`src/rtl/sap1_pkg.sv`:
```
// Shared SAP-1 definitions: opcodes, one-hot T-state encoding and opcode class helper.
package sap1_pkg;

    localparam logic [3:0] OPC_LDA = 4'h0;
    localparam logic [3:0] OPC_ADD = 4'h1;
    localparam logic [3:0] OPC_SUB = 4'h2;
    localparam logic [3:0] OPC_OUT = 4'hE;
    localparam logic [3:0] OPC_HLT = 4'hF;

    typedef logic [5:0] tstate_t;

    localparam tstate_t T1 = 6'b000001;
    localparam tstate_t T2 = 6'b000010;
    localparam tstate_t T3 = 6'b000100;
    localparam tstate_t T4 = 6'b001000;
    localparam tstate_t T5 = 6'b010000;
    localparam tstate_t T6 = 6'b100000;

    // Opcodes that fetch an operand byte from ROM during T5.
    function automatic logic is_mem_ref(input logic [3:0] opcode);
        return (opcode == OPC_LDA) || (opcode == OPC_ADD) || (opcode == OPC_SUB);
    endfunction

endpackage

```
`src/rtl/sap1_ring_counter.sv`:
```
// Six-state one-hot ring counter sequencing T1..T6; rotates left on advance.
module sap1_ring_counter
    import sap1_pkg::*;
(
    input  logic       clk,
    input  logic       clr_bar,
    input  logic       advance,
    output logic [5:0] t_state
);

    always_ff @(posedge clk or negedge clr_bar) begin
        if (!clr_bar)
            t_state <= T1;
        else if (advance)
            t_state <= {t_state[4:0], t_state[5]};
    end

endmodule

```
`src/rtl/sap1_fetch_unit.sv`:
```
// SAP-1 fetch side: PC, MAR, ring counter, ROM chip enable, instruction and operand latches.
module sap1_fetch_unit
    import sap1_pkg::*;
#(
    parameter int ADDR_W = 4,
    parameter int DATA_W = 8
) (
    input  logic              clk,
    input  logic              clr_bar,
    input  logic              run,
    output logic [ADDR_W-1:0] rom_address,
    output logic              rom_CE_bar,
    input  logic [DATA_W-1:0] rom_data,
    output logic [5:0]        t_state,
    output logic [ADDR_W-1:0] pc,
    output logic [DATA_W-1:0] instr,
    output logic              instr_valid,
    output logic [DATA_W-1:0] operand,
    output logic              operand_valid,
    output logic              halted
);

    logic [ADDR_W-1:0] mar;
    logic              advance;
    logic              mem_ref;
    logic              is_hlt;

    assign advance     = run & ~halted;
    assign mem_ref     = is_mem_ref(instr[DATA_W-1 -: 4]);
    assign is_hlt      = (instr[DATA_W-1 -: 4] == OPC_HLT);
    assign rom_address = mar;

    sap1_ring_counter u_ring (
        .clk     (clk),
        .clr_bar (clr_bar),
        .advance (advance),
        .t_state (t_state)
    );

    // CE_bar is computed for the state being entered, so it holds across a freeze
    // and the pending access completes once run returns.
    always_ff @(posedge clk or negedge clr_bar) begin
        if (!clr_bar) begin
            pc            <= '0;
            mar           <= '0;
            rom_CE_bar    <= 1'b1;
            instr         <= '0;
            operand       <= '0;
            instr_valid   <= 1'b0;
            operand_valid <= 1'b0;
            halted        <= 1'b0;
        end else begin
            instr_valid   <= 1'b0;
            operand_valid <= 1'b0;
            if (advance) begin
                rom_CE_bar <= 1'b1;
                if (t_state == T1)
                    mar <= pc;
                if (t_state == T2) begin
                    pc         <= pc + 1'b1;
                    rom_CE_bar <= 1'b0;
                end
                if (t_state == T3) begin
                    instr       <= rom_data;
                    instr_valid <= 1'b1;
                end
                if (t_state == T4) begin
                    if (mem_ref) begin
                        mar        <= instr[ADDR_W-1:0];
                        rom_CE_bar <= 1'b0;
                    end
                    if (is_hlt)
                        halted <= 1'b1;
                end
                if (t_state == T5 && mem_ref) begin
                    operand       <= rom_data;
                    operand_valid <= 1'b1;
                end
            end
        end
    end

endmodule

```
`config.mk`:
```
export PLATFORM = sky130hd
export DESIGN_NAME = sap1_fetch_unit
export DESIGN_NICKNAME = d
export VERILOG_FILES = /design/src/rtl/sap1_pkg.sv /design/src/rtl/sap1_ring_counter.sv /design/src/rtl/sap1_fetch_unit.sv
export SDC_FILE = /design/constraint.sdc
export NUM_CORES = 1
export LEC_CHECK = 0
export ABC_AREA = 1
export BUFFER_PORTS_ARGS = -buffer_cell sky130_fd_sc_hd__buf_2
export CAP_MARGIN = 25
export CORE_MARGIN = 2
export CORE_UTILIZATION = 45
export CTS_BUF_LIST = sky130_fd_sc_hd__clkbuf_2 sky130_fd_sc_hd__clkbuf_4 sky130_fd_sc_hd__clkbuf_8
export CTS_CLUSTER_SIZE = 10
export DETAILED_ROUTE_END_ITERATION = 16
export HOLD_SLACK_MARGIN = 0.12
export PLACE_DENSITY = 0.74
export SLEW_MARGIN = 20
export SYNTH_ARGS = -nofsm -noshare
export SYNTH_HDL_FRONTEND = slang
export SYNTH_HIERARCHICAL = 1
export SYNTH_SLANG_ARGS = --single-unit
```
`constraint.sdc`:
```
create_clock -name clk -period 1.72 [get_ports clk]
set_clock_uncertainty 0.2 [all_clocks]
set_input_delay 0.172 -clock clk [delete_from_list [all_inputs] [get_ports clk]]
set_output_delay 0.172 -clock clk [all_outputs]
set_load 0.02 [all_outputs]
```
==> flow_summary.ini <==
[placed_design]
io_buffers = 44
detailed_place_hpwl_mm = 2.44
placed_cell_area_um2 = 1950
gp_congestion = 0.762

[floorplan]
die_area_um2 = 4160
start_util_pct = 48.2
rows = 21
io-pin-count = 45
core_um2 = 3420
die_w_um = 64.5
dieHeight_um = 64.5

[power_and_ir_drop]
powerDensity_nw_per_um2 = 621
ir_worst_vdd_mv = 0.345
leakagePower_uw = 0.00119

[synth]
syn_area_um2 = 1650
syn_nets = 197
yosys-top-cells-count = nand2_1 (65), dfrtp_1 (32), inv_1 (22)
syn_avg_cell_area_um2 = 8.91
yosysTopAreaCell = dfrtp_1
ys.flop_type = dfrtp_1
yosysUniqueCellTypes = 23
synth_top_cell_area_share_pct = 48.6
synth_most_common_cell = nand2_1
yosys.area_share.xor_xnor_pct = 1.59
syn_inst = 185
synth-seq-cells = 34
async_flop_share_pct = 100
synth_edf_count = 0
ys_seq_area_share_pct = 51.8
yosys-top-cells-area = dfrtp_1 (49%), nand2_1 (15%), o21ai_2 (8.5%)
ys_warn_count = 6
synth_compound_area_share_pct = 9.42
synth_fa_ha_area_share_pct = 0.759
synth_top_family_by_area = simple AND/OR/NAND/NOR gates
synth-simple-area-share_pct = 29.2
synthMuxAreaShare_pct = 0

[grt]
grt_max_degree = 35
antenna_found_initial = 0
grt_pass1_vias = 1382
grt_overflow = 0
grt_usage_pct = 19.2
grt_pass1_wl_mm = 6.13

[sta]
rsz0062_at_grt = false
fmaxAchievable_mhz = 651
hold_violations = 0
tns_ps = 0
fin_crit_sh_pct = 89.3
tightest_slew_ps = 416
final_max_slew_viol_count = 0
final-setup-viol-count = 0
max-slew-margin-rel_pct = 72.3
final.min_clock_period_ps = 1540

[layout]
area_growth_pct = 29.4
fin_nets = 263
drive_above_1_share_pct = 36.9
antenna_cells = 0
post-route-cell-area_um2 = 2130

[critical_path]
crit_fanout = 16
path_cells = nor2_4 > and2_4 > nand4_4 > buf_12 > nand2_1 > o21ai_2
regToRegStartpoint = u_ring/t_state[2]
critical_path.top_delay_family = simple AND/OR/NAND/NOR gates
crit_required_ps = 1750
cp_num_buf_inv = 1
end_kind = flop
cp_slowest_cell = dfrtp_1
cp_slowest_stage_delay_ps = 480
rr_worst_depth = 6
r2r_end = operand[4]
path_class = reg2reg
critPathArrivalTime_ps = 1560
rrSetupSlack_ps = 180
cp-start-kind = flop

[route]
remaining_drc_errors = 0
final_antenna_net_count = 0
wl_per_cell_um = 11.4
detail_route.iter0.violations = 68
drtPass1Iterations = 4
vias_per_cell = 4.69
wirelength_mm = 3.40
vias = 1399

[clock_network]
cts_buffers = 5
cts_tree = done
insertion_delay_ps = 330
cts_buffer_depth = 2
clock-root-buffer = clkbuf_4
htreeDepth = 2
path_clk_slew_ps = 100
cts_num_sinks = 34

[outcome]
status = finished, final reports clean

[worst_hold_path]
hold_path.class = in2async

[flow_run]
maxCapViolations = 0
==> per-layer routing <==
metal / track usage (%) / vias to the layer above / part of all wire [%]
li1: - / 716 / -
met1: 23.8 / 643 / 45
met2: 31.6 / 35 / 48
met3: 5.73 / 5 / 5.1
met4: 7.18 / 0 / 1.6
met5: 0 / - / 0
==> worst max-delay path by stage <==
stage | slack, ps | startpoint | to | cells after the start
floorplan | 120 | halted | operand[1] | 7
global placement | 130 | u_ring/t_state[4] | operand[4] | 5
detailed placement | 90 | u_ring/t_state[2] | operand[4] | 5
CTS | 90 | u_ring/t_state[2] | operand[0] | 5
global route | 50 | u_ring/t_state[5] | rom_address[1] | 8
finish | 180 | u_ring/t_state[2] | operand[4] | 6
==> cell type report <==
type / instances / area [µm²]
multi-input cells: 123 / 674
clock buffers: 7 / 58.8
inverters: 26 / 97.6
flip-flops and latches: 34 / 853
fillers: 309 / 1280
repair buffers: 61 / 385
well taps: 46 / 57.6
clock inverters: 1 / 5.00
==> tightest hold or removal path: stages <==
cell and delay [ps]:
dlygate4sd3_1 520, buf_2 90, buf_4 360
==> sequential cells by signal (all words and copies together), names as in the netlist <==
name	count
halted	1
operand_valid	1
rom_address	4
instr	8
pc	4
u_ring/t_state	6
rom_CE_bar	1
operand	8
instr_valid	1
==> report_power, final <==
part / leakage (µW) / internal (µW) / switching [µW] / total, µW
clock: 0.0000387 / 214 / 257 / 471
combinational: 0.000687 / 25.6 / 29.4 / 55.0
sequential: 0.000463 / 799 / 0 / 799
total: 0.00119 / 1040 / 286 / 1320
==> cell families after synthesis <==
logic type | count (synthesis)
AO/OA/AOI/OAI | 19
XOR/XNOR | 3
adder cells (fa/ha/maj) | 1
buffers and inverters | 28
flip-flops | 34
AND/OR/NAND/NOR | 100
==> placed cells by master (no fill, tap or decap) <==
master and instances:
nor3_1 2, buf_12 1, nor2_4 3, clkinv_2 1
xnor2_1 3, inv_1 22, nand4_1 4, o21ai_2 16
nand2_1 65, inv_2 4, buf_4 6, nand4_2 1
o21ai_0 2, dlygate4sd3_1 10, dfstp_2 2, nor2_1 4
nand3_2 1, dfrtp_1 32, clkbuf_4 6, and2_4 1
ha_1 1, buf_2 44, nand4_4 1, clkbuf_8 1
nand3_1 13, o21ai_1 1, nand2_2 3, nor2_2 1
nor3_2 1
==> repair_timing <==
action	CTS	global route
resized for setup	0	0
setup buffers	0	1
endpoints found under the hold margin	56	0
hold buffers	10	0
endpoints found under the setup margin	0	5
==> per-stage QoR <==
step / total power (µW) / util [%] / instances / setup slack, ps / hold WS (ps)
after floorplan: 824 / - / 185 / 122 / -324
after global placement: 853 / 57.0 / 279 / 132 / 22.3
after detailed placement: 853 / 57.0 / 279 / 93.1 / 29.6
after CTS: 1350 / 61.8 / 297 / 85.4 / 188
after global routing: 1400 / 62.4 / 298 / 51.1 / 224
final: 1320 / 62.4 / 298 / 185 / 182
(Power assumes the default switching activity.)
